--- src/rtl/xosera_host_bus_if.sv ---
// Host request/response and Xosera 8-bit bus signals, bundled for xosera_host_bus.
// Latency: none (wires only).
// Backpressure: req_valid_i/req_ready_o handshake; rsp_valid_o is a one-cycle pulse.
// Ports: req_* host request, rsp_* completion, bus_* byte-wide Xosera bus, intr_* interrupt.
interface xosera_host_bus_if;
    // host request / response
    logic        req_valid_i;
    logic        req_ready_o;
    logic        req_wr_i;
    logic [3:0]  req_reg_num_i;
    logic [1:0]  req_bytes_i;
    logic [15:0] req_data_i;
    logic        rsp_valid_o;
    logic [15:0] rsp_data_o;
    // Xosera register bus
    logic        bus_cs_n_o;
    logic        bus_rd_nwr_o;
    logic [3:0]  bus_reg_num_o;
    logic        bus_bytesel_o;
    logic [7:0]  bus_data_o;
    logic        bus_data_oe_o;
    logic [7:0]  bus_data_i;
    logic        bus_intr_i;
    // interrupt latch
    logic        intr_clear_i;
    logic        intr_pending_o;

    // slave: the bus initiator block itself
    modport slave (
        input  req_valid_i, req_wr_i, req_reg_num_i, req_bytes_i, req_data_i,
        output req_ready_o, rsp_valid_o, rsp_data_o,
        output bus_cs_n_o, bus_rd_nwr_o, bus_reg_num_o, bus_bytesel_o,
        output bus_data_o, bus_data_oe_o,
        input  bus_data_i, bus_intr_i, intr_clear_i,
        output intr_pending_o
    );

    // master: host plus Xosera side (driver / model)
    modport master (
        output req_valid_i, req_wr_i, req_reg_num_i, req_bytes_i, req_data_i,
        input  req_ready_o, rsp_valid_o, rsp_data_o,
        input  bus_cs_n_o, bus_rd_nwr_o, bus_reg_num_o, bus_bytesel_o,
        input  bus_data_o, bus_data_oe_o,
        output bus_data_i, bus_intr_i, intr_clear_i,
        input  intr_pending_o
    );
endinterface

--- src/rtl/xosera_host_bus.sv ---
// Host-side initiator for the Xosera 8-bit register bus: 16-bit requests -> 1 or 2 byte CS cycles.
// Latency: rsp_valid_o at t1+P (one lane) or t1+2P (two lanes), P = SETUP+STROBE+HOLD; t1 for an empty mask.
// Backpressure: req_ready_o only in IDLE; one request in flight, accepted again in the rsp_valid_o cycle.
// Ports: clk, reset_n_i (async active-low), bus = xosera_host_bus_if.slave (request, response, bus, interrupt).
module xosera_host_bus #(
    parameter int SETUP_CYCLES  = 2,
    parameter int STROBE_CYCLES = 4,
    parameter int HOLD_CYCLES   = 2
) (
    input  logic               clk,
    input  logic               reset_n_i,
    xosera_host_bus_if.slave   bus
);

    localparam logic [3:0] SETUP_LD  = 4'(SETUP_CYCLES - 1);
    localparam logic [3:0] STROBE_LD = 4'(STROBE_CYCLES - 1);
    localparam logic [3:0] HOLD_LD   = 4'(HOLD_CYCLES - 1);

    typedef enum logic [1:0] {
        ST_IDLE,
        ST_SETUP,
        ST_STROBE,
        ST_HOLD
    } state_t;

    state_t      state_q, state_d;
    logic [3:0]  cnt_q, cnt_d;
    logic        wr_q, wr_d;
    logic        second_q, second_d;     // odd lane still to go after the even one
    logic [7:0]  wlow_q, wlow_d;         // odd write byte, needed only for the second cycle
    logic [15:0] rsp_data_q, rsp_data_d;
    logic        rsp_valid_q, rsp_valid_d;
    logic        cs_n_q, cs_n_d;
    logic        rd_nwr_q, rd_nwr_d;
    logic [3:0]  reg_num_q, reg_num_d;
    logic        bytesel_q, bytesel_d;
    logic [7:0]  dout_q, dout_d;
    logic        oe_q, oe_d;
    logic        intr_s_q, intr_s_d;     // registered bus_intr_i
    logic        intr_s2_q, intr_s2_d;   // previous value, for edge detect
    logic        intr_pend_q, intr_pend_d;

    always_ff @(posedge clk or negedge reset_n_i) begin
        if (!reset_n_i) begin
            state_q     <= ST_IDLE;
            cnt_q       <= 4'd0;
            wr_q        <= 1'b0;
            second_q    <= 1'b0;
            wlow_q      <= 8'd0;
            rsp_data_q  <= 16'd0;
            rsp_valid_q <= 1'b0;
            cs_n_q      <= 1'b1;
            rd_nwr_q    <= 1'b1;
            reg_num_q   <= 4'd0;
            bytesel_q   <= 1'b0;
            dout_q      <= 8'd0;
            oe_q        <= 1'b0;
            intr_s_q    <= 1'b0;
            intr_s2_q   <= 1'b0;
            intr_pend_q <= 1'b0;
        end else begin
            state_q     <= state_d;
            cnt_q       <= cnt_d;
            wr_q        <= wr_d;
            second_q    <= second_d;
            wlow_q      <= wlow_d;
            rsp_data_q  <= rsp_data_d;
            rsp_valid_q <= rsp_valid_d;
            cs_n_q      <= cs_n_d;
            rd_nwr_q    <= rd_nwr_d;
            reg_num_q   <= reg_num_d;
            bytesel_q   <= bytesel_d;
            dout_q      <= dout_d;
            oe_q        <= oe_d;
            intr_s_q    <= intr_s_d;
            intr_s2_q   <= intr_s2_d;
            intr_pend_q <= intr_pend_d;
        end
    end

    always_comb begin
        state_d     = state_q;
        cnt_d       = cnt_q;
        wr_d        = wr_q;
        second_d    = second_q;
        wlow_d      = wlow_q;
        rsp_data_d  = rsp_data_q;
        rsp_valid_d = 1'b0;
        cs_n_d      = cs_n_q;
        rd_nwr_d    = rd_nwr_q;
        reg_num_d   = reg_num_q;
        bytesel_d   = bytesel_q;
        dout_d      = dout_q;
        oe_d        = oe_q;

        case (state_q)
            ST_IDLE: begin
                if (bus.req_valid_i) begin
                    rsp_data_d = 16'd0;
                    wr_d       = bus.req_wr_i;
                    wlow_d     = bus.req_data_i[7:0];
                    if (bus.req_bytes_i == 2'b00) begin
                        // nothing to transfer: complete immediately, bus untouched
                        rsp_valid_d = 1'b1;
                    end else begin
                        // bus outputs are registered, so the SETUP values are loaded here
                        second_d  = (bus.req_bytes_i == 2'b11);
                        state_d   = ST_SETUP;
                        cnt_d     = SETUP_LD;
                        reg_num_d = bus.req_reg_num_i;
                        rd_nwr_d  = !bus.req_wr_i;
                        oe_d      = bus.req_wr_i;
                        bytesel_d = !bus.req_bytes_i[1];
                        dout_d    = bus.req_bytes_i[1] ? bus.req_data_i[15:8] : bus.req_data_i[7:0];
                    end
                end
            end
            ST_SETUP: begin
                if (cnt_q == 4'd0) begin
                    state_d = ST_STROBE;
                    cnt_d   = STROBE_LD;
                    cs_n_d  = 1'b0;
                end else begin
                    cnt_d = cnt_q - 4'd1;
                end
            end
            ST_STROBE: begin
                if (cnt_q == 4'd0) begin
                    if (!wr_q) begin
                        if (bytesel_q) rsp_data_d[7:0]  = bus.bus_data_i;
                        else           rsp_data_d[15:8] = bus.bus_data_i;
                    end
                    state_d = ST_HOLD;
                    cnt_d   = HOLD_LD;
                    cs_n_d  = 1'b1;
                end else begin
                    cnt_d = cnt_q - 4'd1;
                end
            end
            ST_HOLD: begin
                if (cnt_q == 4'd0) begin
                    if (second_q) begin
                        second_d  = 1'b0;
                        state_d   = ST_SETUP;
                        cnt_d     = SETUP_LD;
                        bytesel_d = 1'b1;
                        dout_d    = wlow_q;
                    end else begin
                        // reg_num/bytesel/data keep their last values while idle
                        state_d     = ST_IDLE;
                        rsp_valid_d = 1'b1;
                        rd_nwr_d    = 1'b1;
                        oe_d        = 1'b0;
                    end
                end else begin
                    cnt_d = cnt_q - 4'd1;
                end
            end
            default: begin
                state_d = ST_IDLE;
            end
        endcase
    end

    // Interrupt: one register stage, then rising-edge detect; a set beats a same-cycle clear.
    always_comb begin
        intr_s_d    = bus.bus_intr_i;
        intr_s2_d   = intr_s_q;
        intr_pend_d = intr_pend_q;
        if (intr_s_q && !intr_s2_q) intr_pend_d = 1'b1;
        else if (bus.intr_clear_i)  intr_pend_d = 1'b0;
    end

    assign bus.req_ready_o    = (state_q == ST_IDLE);
    assign bus.rsp_valid_o    = rsp_valid_q;
    assign bus.rsp_data_o     = rsp_data_q;
    assign bus.bus_cs_n_o     = cs_n_q;
    assign bus.bus_rd_nwr_o   = rd_nwr_q;
    assign bus.bus_reg_num_o  = reg_num_q;
    assign bus.bus_bytesel_o  = bytesel_q;
    assign bus.bus_data_o     = dout_q;
    assign bus.bus_data_oe_o  = oe_q;
    assign bus.intr_pending_o = intr_pend_q;

endmodule

--- src/flat_wrapper.sv ---
// flat-port wrapper written by rule: the top's interface ports become plain ports
module xosera_host_bus_flat 
#(
    parameter int SETUP_CYCLES  = 2,
    parameter int STROBE_CYCLES = 4,
    parameter int HOLD_CYCLES   = 2
)
  (clk, reset_n_i, bus_req_valid_i, bus_req_wr_i, bus_req_reg_num_i, bus_req_bytes_i, bus_req_data_i, bus_req_ready_o, bus_rsp_valid_o, bus_rsp_data_o, bus_bus_cs_n_o, bus_bus_rd_nwr_o, bus_bus_reg_num_o, bus_bus_bytesel_o, bus_bus_data_o, bus_bus_data_oe_o, bus_bus_data_i, bus_bus_intr_i, bus_intr_clear_i, bus_intr_pending_o);
  xosera_host_bus_if bus_i ();
  input  logic clk;
  input  logic reset_n_i;
  input wire logic [$bits(bus_i.req_valid_i)-1:0] bus_req_valid_i;
  input wire logic [$bits(bus_i.req_wr_i)-1:0] bus_req_wr_i;
  input wire logic [$bits(bus_i.req_reg_num_i)-1:0] bus_req_reg_num_i;
  input wire logic [$bits(bus_i.req_bytes_i)-1:0] bus_req_bytes_i;
  input wire logic [$bits(bus_i.req_data_i)-1:0] bus_req_data_i;
  output wire logic [$bits(bus_i.req_ready_o)-1:0] bus_req_ready_o;
  output wire logic [$bits(bus_i.rsp_valid_o)-1:0] bus_rsp_valid_o;
  output wire logic [$bits(bus_i.rsp_data_o)-1:0] bus_rsp_data_o;
  output wire logic [$bits(bus_i.bus_cs_n_o)-1:0] bus_bus_cs_n_o;
  output wire logic [$bits(bus_i.bus_rd_nwr_o)-1:0] bus_bus_rd_nwr_o;
  output wire logic [$bits(bus_i.bus_reg_num_o)-1:0] bus_bus_reg_num_o;
  output wire logic [$bits(bus_i.bus_bytesel_o)-1:0] bus_bus_bytesel_o;
  output wire logic [$bits(bus_i.bus_data_o)-1:0] bus_bus_data_o;
  output wire logic [$bits(bus_i.bus_data_oe_o)-1:0] bus_bus_data_oe_o;
  input wire logic [$bits(bus_i.bus_data_i)-1:0] bus_bus_data_i;
  input wire logic [$bits(bus_i.bus_intr_i)-1:0] bus_bus_intr_i;
  input wire logic [$bits(bus_i.intr_clear_i)-1:0] bus_intr_clear_i;
  output wire logic [$bits(bus_i.intr_pending_o)-1:0] bus_intr_pending_o;
  assign bus_i.req_valid_i = bus_req_valid_i;
  assign bus_i.req_wr_i = bus_req_wr_i;
  assign bus_i.req_reg_num_i = bus_req_reg_num_i;
  assign bus_i.req_bytes_i = bus_req_bytes_i;
  assign bus_i.req_data_i = bus_req_data_i;
  assign bus_req_ready_o = bus_i.req_ready_o;
  assign bus_rsp_valid_o = bus_i.rsp_valid_o;
  assign bus_rsp_data_o = bus_i.rsp_data_o;
  assign bus_bus_cs_n_o = bus_i.bus_cs_n_o;
  assign bus_bus_rd_nwr_o = bus_i.bus_rd_nwr_o;
  assign bus_bus_reg_num_o = bus_i.bus_reg_num_o;
  assign bus_bus_bytesel_o = bus_i.bus_bytesel_o;
  assign bus_bus_data_o = bus_i.bus_data_o;
  assign bus_bus_data_oe_o = bus_i.bus_data_oe_o;
  assign bus_i.bus_data_i = bus_bus_data_i;
  assign bus_i.bus_intr_i = bus_bus_intr_i;
  assign bus_i.intr_clear_i = bus_intr_clear_i;
  assign bus_intr_pending_o = bus_i.intr_pending_o;
  xosera_host_bus #(.SETUP_CYCLES(SETUP_CYCLES), .STROBE_CYCLES(STROBE_CYCLES), .HOLD_CYCLES(HOLD_CYCLES)) u_core (.clk(clk), .reset_n_i(reset_n_i), .bus(bus_i));
endmodule
--- config.mk ---
export PLATFORM = sky130hd
export DESIGN_NAME = xosera_host_bus_flat
export DESIGN_NICKNAME = d
export VERILOG_FILES = /design/src/rtl/xosera_host_bus_if.sv /design/src/rtl/xosera_host_bus.sv /design/src/flat_wrapper.sv
export SDC_FILE = /design/constraint.sdc
export NUM_CORES = 1
export LEC_CHECK = 0
export ABC_AREA = 1
export CORE_ASPECT_RATIO = 2
export CORE_MARGIN = 2
export CORE_UTILIZATION = 50
export DETAILED_ROUTE_END_ITERATION = 6
export GPL_TIMING_DRIVEN = 1
export MAX_ROUTING_LAYER = met4
export PLACE_DENSITY = 0.94
export SETUP_SLACK_MARGIN = 0.5
export SLEW_MARGIN = 40
export SYNTH_ARGS = -nofsm -noshare
export SYNTH_HDL_FRONTEND = slang
export SYNTH_SLANG_ARGS = --single-unit
--- constraint.sdc ---
create_clock -name clk -period 2.5 [get_ports clk]
set_input_delay 0.75 -clock clk [delete_from_list [all_inputs] [get_ports clk]]
set_output_delay 0.75 -clock clk [all_outputs]
set_load 0.01 [all_outputs]
==> results of run 1 <==
[cells in the final DEF, fill, tap and decap left out, drive strengths merged]
cell type	n
a211oi	1
nand3	12
dlygate4sd2	5
dfrtp	50
nand4	31
inv	48
buf	13
clkbuf	6
ha	5
and2	1
nand2	137
bufinv	1
or2	1
o22ai	1
dlymetal6s2s	13
a21oi	3
dfstp	2
nor2	7
nor3	1
clkinv	1
clkdlybuf4s50	50
clkinvlp	1
o21ai	28
a21boi	1
[layer usage]
metal | GRT usage | vias up
met4 | 0.145 | 0
met3 | 0.0422 | 21
met2 | 0.435 | 90
met1 | 0.217 | 1115
li1 | - | 1238
met5 | - | -
[per-stage QoR]
| step | instances | instance area [sq um] | power (W) | util | hold WS, ns |
|---|---|---|---|---|---|
| detailed placement | 465 | 3410 | 0.00387 | 0.664 | 0.369 |
| finish | 477 | 3580 | 0.00445 | 0.697 | 0.375 |
| global route | 477 | 3580 | 0.00482 | 0.697 | 0.405 |
| global placement | 465 | 3410 | 0.00377 | 0.664 | 0.359 |
| CTS | 476 | 3540 | 0.00446 | 0.688 | 0.390 |
| floorplan | 340 | 2650 | 0.00291 | - | 0.354 |
[state kept, by name, indices dropped and copies added (netlist names), 2 cells and up]
signal,flops
u_core.cnt_q,4
u_core.bus.rsp_data_o,16
u_core.bus.bus_data_o,8
u_core.bus.bus_reg_num_o,4
u_core.state_q,2
u_core.wlow_q,8
[cell families after synthesis]
family / share of synthesized area
flip-flops: 0.493
adder cells (fa/ha/maj): 0.0236
AO/OA/AOI/OAI: 0.0752
buffers and inverters: 0.0927
AND/OR/NAND/NOR: 0.316
[final timing paths]
| kind | start | endpoint | slack, ns | cells after the start |
|---|---|---|---|---|
| setup / recovery | u_core.bus.rsp_data_o[13] | bus_rsp_data_o[13] | 0.51 | 1 |
| hold / removal | reset_n_i | u_core.bus.rsp_valid_o | 0.37 | 1 |
| setup reg to reg | u_core.state_q[0] | u_core.cnt_q[3] | 0.72 | 7 |
| hold reg to reg | u_core.intr_s2_d | u_core.intr_s2_q | 0.38 | 0 |
| max in group asynchronous | reset_n_i | u_core.bus.rsp_data_o[1] | 1.60 | 2 |
| min in group clk | u_core.intr_s2_d | u_core.intr_s2_q | 0.38 | 0 |
[final cells by class]
class / instances / area (sq um)
clock buffers: 5 / 68.8
clock inverters: 3 / 42.5
fillers: 404 / 1560
inverters: 48 / 180
multi-input cells: 229 / 1100
flip-flops and latches: 52 / 1300
well taps: 58 / 72.6
repair buffers: 82 / 810
[report_power, final]
group | internal [W] | switching [W] | total [W]
Clock | 0.000296 | 0.000277 | 0.000574
Combinational | 0.00101 | 0.00140 | 0.00241
Sequential | 0.00123 | 0.000233 | 0.00146
[what timing repair did]
item                       in CTS  in global routing
setup buffers                   3                  1
resized for setup               7                 17
setup endpoints to repair       7                 27
==> flow_summary.ini, run 1 <==
[outcome]
status = complete, no violations

[drt]
routed_via_density = 5.17
vias = 2464
wire_per_inst_microns = 13.5
drtIter0Drc = 67
wl_met1_microns = 2250
antenna_left = 0
dr_wl_met2_microns = 3670
drt_pre_antenna_iters = 4
wl_microns = 6430
top_layer = met4
wl_met3_microns = 266
route.detailed.drc = 0

[critical_path]
worstSetupStartpointType = flop
cp_max_fo = 2
cp.arrival_ns = 1.24
cp_top_family = buffers and inverters
worstPathCellList = clkdlybuf4s50_1
critPathBufInv = 1
slowest_delay_ns = 0.55
critPathKind = flop to output pin
critPathRequiredTime_ns = 1.75
end_kind = output pin
slowest_stage = clkdlybuf4s50_1

[sta]
hold_viol = 0
rsz0062_at_grt = no
timing.slew.headroom = 0.628
maxSlewViolCount = 0
setup_ws_ns = 0.511
worst_pin_slew_ns = 0.557
period_needed_ns = 1.99
skew_ns = 0.00870
fin_tns_setup_ns = 0
fin_crit_sh = 0.796
max_freq_mhz = 503
setup_viol = 0

[clock_network]
clock_sinks = 52
clockBufferDepth = 2
ctsHoldBuffers = 0
path_clk_slew_ns = 0.10
cts_buffers = 5
clockRootBuffer = clkbuf_8
cts_tree = yes
h-tree-depth = 2
clk_latency_ns = 0.31

[power_and_ir_drop]
p_leak_nw = 2.06
ir_drop_mv = 0.873
p_per_area_nw_per_um2 = 1240

[synthesis]
netlist_instances = 340
synth.ff_latch_count = 52
synth_seq_area_share = 0.493
yosysUniqueCellTypes = 27
synth.most_common_cell = nand2_1
synth_top_area_frac = 0.473
synth.top_cells.by_area = dfrtp_1 47%, nand2_1 19%, nand4_1 6.6%
syn_nets = 381
synthArstFlopShare = 1.00
synth_common_cells = 136 x nand2_1, 50 x dfrtp_1, 46 x inv_1
ys_warn_count = 0
synth_edf_count = 0
synth_top_area_cell = dfrtp_1
avgSynthCellArea_sq_um = 7.78
ys.flop_type = dfrtp_1
syn-cell-area_sq_um = 2650

[floorplanning]
fp.dieW_microns = 55.4
num_io_pins = 71
num_rows = 37
core-area_sq_um = 5140
dieArea_sq_um = 5930
dieHeight_microns = 107
initial_core_util = 0.515

[placed_design]
globalplace.congestion = 0.906
pre_cts_slack_ns = 0.250
numPortBuffers = 70
dpl.hpwl_microns = 4950

[finish]
layout.nets = 459
n_antenna_cell = 0
drive_above_1_share = 0.0907
area_delta_synth_final_pct = 35.3

[grt]
antenna_found_initial = 0
grt_util_all_layers = 0.235
grt_pass1_wl_microns = 10700
grt_max_degree = 37
grt_pass1_vias = 2464
grt_remaining_overflow = 0

[min_path]
min_path_type = input port to async pin

[run]
drv_cap = 0
(Power assumes the default switching activity.)
==> run 2: changes to the inputs <==
CORE_UTILIZATION = 48   (was 50)
PLACE_DENSITY = 0.91   (was 0.94)
clock period = 2.1 ns   (was 2.5 ns; I/O delays follow)
==> flow_summary.ini, run 2 (synthesis gave the netlist of run 1 again) <==
[outcome]
status = complete, no violations

[sta]
hold_viol = 0
period_needed_ns = 1.71
skew_ns = 0.0155
maxSlewViolCount = 0
setup_viol = 0
max_freq_mhz = 585
fin_tns_setup_ns = 0
timing.slew.headroom = 0.741
fin_crit_sh = 0.815
setup_ws_ns = 0.389
worst_pin_slew_ns = 0.388
rsz0062_at_grt = yes

[run]
drv_cap = 0

[critical_path]
cp_max_fo = 2
slowest_delay_ns = 0.42
ff2ff_setup_slack_ns = 0.53
cp_top_family = flip-flops
critPathBufInv = 2
reg2reg_from = u_core.state_q[0]
r2r-end = u_core.bus.rsp_data_o[3]
cp.depth = 3
slowest_stage = dfrtp_1
worstPathCellList = inv_2, ha_4, buf_6
endpoint = bus_req_ready_o
critPathRequiredTime_ns = 1.47
cp.arrival_ns = 1.08
critPathKind = flop to output pin
end_kind = output pin
crit_start = u_core.state_q[0]
r2r_cells = 7
worstSetupStartpointType = flop

[drt]
drtIter0Drc = 134
vias = 2692
drt_pre_antenna_iters = 6
wl_microns = 7420
wire_per_inst_microns = 14.8
antenna_left = 0
route.detailed.drc = 0
routed_via_density = 5.38

[placed_design]
numPortBuffers = 70
pre_cts_slack_ns = 0.0584
dpl.hpwl_microns = 4710
globalplace.congestion = 0.880

[floorplanning]
core-area_sq_um = 5370
fp.dieW_microns = 56.5
num_io_pins = 71
dieHeight_microns = 109
initial_core_util = 0.493
dieArea_sq_um = 6160
num_rows = 38

[finish]
layout.nets = 480
final_common_cell = nand2_1
largest_reg_flops = 16
area_delta_synth_final_pct = 44.1
n_antenna_cell = 0
final_cell_mix = 128 x nand2_1, 50 x dfrtp_1, 42 x inv_1, 31 x clkdlybuf4s50_1, 28 x nand4_1
drive_above_1_share = 0.234

[clock_network]
clockBufferDepth = 2
clock_sinks = 52
ctsHoldBuffers = 0
h-tree-depth = 2
path_clk_slew_ns = 0.11
clk_latency_ns = 0.32
clockRootBuffer = clkbuf_8
cts_buffers = 5
cts_tree = yes

[grt]
grt_pass1_vias = 2663
grt_pass1_wl_microns = 11600
grt_max_degree = 29
antenna_found_initial = 0
grt_remaining_overflow = 0
grt_util_all_layers = 0.250

[power_and_ir_drop]
p_leak_nw = 2.06
ir_drop_mv = 1.14
p_per_area_nw_per_um2 = 1580

[min_path]
min_path_type = input port to async pin
-- run 2: worst min-delay path by stage --
stage	endpoint	depth (start not counted)	slack (ns)	start
5_1_grt	u_core.state_q[1]	1	0.24	reset_n_i
3_3_place_gp	u_core.intr_s2_q	0	0.36	u_core.intr_s2_d
3_5_place_dp	u_core.intr_s2_q	0	0.37	u_core.intr_s2_d
6_report	u_core.state_q[1]	1	0.21	reset_n_i
4_1_cts	u_core.state_q[1]	1	0.23	reset_n_i
2_1_floorplan	u_core.bus.bus_bytesel_o	0	0.33	reset_n_i
-- run 2: area by class of cell --
class / count / area (sq um)
Sequential cell: 52 / 1300
Timing Repair Buffer: 102 / 892
Clock buffer: 5 / 68.8
Multi-Input combinational cell: 230 / 1240
Clock inverter: 3 / 46.3
Inverter: 48 / 184
Tap cell: 60 / 75.1
Fill cell: 410 / 1560
-- run 2: worst register-to-register path, delay by kind of cell (launching register included) --
family | cells | cell delay, ns
simple gates | 4 | 0.61
flops | 1 | 0.42
buf+inv | 2 | 0.29
fa+ha+maj | 1 | 0.15
-- run 2: per-stage QoR --
step | util | area [sq um] | power (W) | hold WS (ns) | instances
final | 0.710 | 3810 | 0.00604 | 0.211 | 500
after global routing | 0.710 | 3810 | 0.00642 | 0.238 | 500
after CTS | 0.714 | 3830 | 0.00581 | 0.227 | 497
after detailed placement | 0.641 | 3440 | 0.00463 | 0.368 | 468
after global placement | 0.641 | 3440 | 0.00453 | 0.358 | 468
after floorplan | - | 2650 | 0.00346 | 0.334 | 340
-- run 2: layer usage --
| layer | vias up | routed length, microns | track usage |
|---|---|---|---|
| li1 | 1282 | - | - |
| met1 | 1253 | 2530 | 0.249 |
| met2 | 127 | 4240 | 0.460 |
| met3 | 30 | 414 | 0.0403 |
| met4 | 0 | 225 | 0.119 |
| met5 | - | 0 | - |
-- run 2: where the power goes --
part / switching (W) / total [W] / internal (W)
combinational: 0.00206 / 0.00355 / 0.00150
sequential: 0.000292 / 0.00176 / 0.00147
clock: 0.000363 / 0.000722 / 0.000360
total: 0.00271 / 0.00604 / 0.00332
-- run 2: repair_timing --
| action | in CTS | in global routing |
|---|---|---|
| cloned | 1 | 0 |
| resized for setup | 108 | 42 |
| pin swaps | 8 | 4 |
| setup endpoints to repair | 73 | 70 |
| buffers inserted | 20 | 3 |
==> run 3: changes to the inputs <==
CORE_UTILIZATION = 44   (was 48)
PLACE_DENSITY = 0.89   (was 0.91)
clock period = 1.4 ns   (was 2.1 ns; I/O delays follow)
==> flow_summary.ini, run 3 (synthesis gave the netlist of run 1 again) <==
[outcome]
status = finished, violations left
violations = design-rule violations, negative setup slack

[drt]
antenna_left = 0
drtIter0Drc = 181
drt_pre_antenna_iters = 7
wire_per_inst_microns = 16.9
vias = 2904
wl_microns = 8910
routed_via_density = 5.50
route.detailed.drc = 3

[sta]
timing.slew.headroom = 0.702
max_freq_mhz = 651
rsz0062_at_grt = yes
whs_ns = 0.0517
maxSlewViolCount = 0
setup_ws_ns = -0.136
hold_viol = 0
setup_viol = 35
skew_ns = 0.0109
fin_crit_sh = 1.10
worst_pin_slew_ns = 0.446
period_needed_ns = 1.54

[power_and_ir_drop]
p_per_area_nw_per_um2 = 2490
power.switching_w = 0.00470
seqPwrFrac = 0.254
total_power_w = 0.0104
p_leak_nw = 2.23
p_int_w = 0.00574
combPwrFrac = 0.625
switching_share = 0.450
clock_power_share = 0.121
ir_drop_mv = 1.14

[clock_network]
clk_latency_ns = 0.30
clock_sinks = 52
cts_buffers = 5
cts_tree = yes
h-tree-depth = 2
clockRootBuffer = clkbuf_16
clockBufferDepth = 2
path_clk_slew_ns = 0.08
ctsHoldBuffers = 0

[critical_path]
cp.arrival_ns = 1.73
r2r_cells = 6
critPathRequiredTime_ns = 1.60
reg2reg_from = u_core.bus.bus_bytesel_o
critPathKind = flop to flop
worstSetupStartpointType = flop
ff2ff_setup_slack_ns = -0.14
end_kind = flop
r2r-end = u_core.bus.rsp_data_o[5]
cp_max_fo = 8
crit_start = u_core.bus.bus_bytesel_o

[floorplanning]
initial_core_util = 0.448
dieArea_sq_um = 6690
core-area_sq_um = 5910
fp.dieW_microns = 58.8
num_io_pins = 71
dieHeight_microns = 114
num_rows = 40

[placed_design]
dpl.hpwl_microns = 5130
globalplace.congestion = 0.860
pre_cts_slack_ns = -0.432
numPortBuffers = 70

[finish]
final_cell_mix = 114 x nand2_1, 50 x dfrtp_1, 40 x buf_4, 39 x inv_1, 32 x buf_2
layout.nets = 505
area_delta_synth_final_pct = 58.2
drive_above_1_share = 0.346
largest_reg_flops = 16
final_common_cell = nand2_1
n_antenna_cell = 0

[grt]
antenna_found_initial = 0
grt_pass1_wl_microns = 13100
grt_remaining_overflow = 0
grt_max_degree = 22
grt_pass1_vias = 2839
grt_util_all_layers = 0.265

[min_path]
min_path_type = input port to async pin

[run]
drv_cap = 0
[run 3: changes by cell type in the layout (fill, tap and decap cells not counted), moves of 3 or more]
| cell | previous run | this run |
|---|---|---|
| buf_6 | 5 | 17 |
| nand2_8 | 0 | 3 |
| o21ai_4 | 2 | 5 |
| clkdlybuf4s15_1 | 7 | 0 |
| buf_4 | 24 | 40 |
| nand2_2 | 7 | 18 |
| inv_1 | 42 | 39 |
| clkbuf_2 | 20 | 0 |
| clkbuf_8 | 5 | 0 |
| buf_2 | 6 | 32 |
| clkbuf_16 | 0 | 5 |
| nand2_1 | 128 | 114 |
[run 3: how the worst max path moves through the flow]
stage	endpoint	slack [ns]	cells after the start
CTS	bus_req_ready_o	-0.08	3
global placement	u_core.cnt_q[3]	-0.40	8
detailed placement	u_core.cnt_q[3]	-0.43	8
finish	u_core.bus.rsp_data_o[5]	-0.14	6
floorplan	u_core.bus.rsp_data_o[0]	0.06	6
global route	u_core.bus.rsp_data_o[1]	-0.19	6
[run 3: layer usage]
metal,track usage,wire length [microns],vias to the layer above
met4,0.130,437,0
met1,0.281,3170,1362
met2,0.464,4770,159
met5,-,0,-
li1,-,-,1341
met3,0.0374,525,42
[run 3: timing repair]
action / in CTS / in global routing
setup endpoints to repair: 84 / 84
gates resized for setup: 196 / 29
gates cloned: 2 / 1
pin swaps: 31 / 15
setup buffers: 16 / 8
[run 3: layout make-up]
cell class / count / area, sq um
fill: 419 / 1720
multi-input combinational: 230 / 1410
sequential: 52 / 1300
timing repair buffer: 127 / 1060
inverter: 48 / 185
clock buffer: 5 / 125
tap: 63 / 78.8
clock inverter: 3 / 25.0
[run 3: critical path: stages (launching register included)]
cell	delay, ns
dfrtp_1	0.37
buf_4	0.15
inv_1	0.09
o21ai_0	0.36
nand4_4	0.23
nand2_1	0.16
nand2_1	0.06
[run 3: power by group through the flow]
| stage | combinational, W | clock, W | sequential [W] |
|---|---|---|---|
| after detailed placement | 0.00489 | 0 | 0.00263 |
| after CTS | 0.00569 | 0.00127 | 0.00259 |
| after floorplan | 0.00263 | 0 | 0.00282 |
| final | 0.00653 | 0.00127 | 0.00265 |
| after global routing | 0.00694 | 0.00132 | 0.00270 |
| after global placement | 0.00474 | 0 | 0.00262 |
[run 3: metrics by stage]
step	TNS [ns]	utilization	instances	area (sq um)
after global placement	-13.47	0.623	493	3680
after detailed placement	-14.75	0.623	493	3680
final	-2.41	0.709	528	4190
after CTS	-0.925	0.680	519	4020
after floorplan	0	-	340	2730
after global routing	-4.37	0.709	528	4190
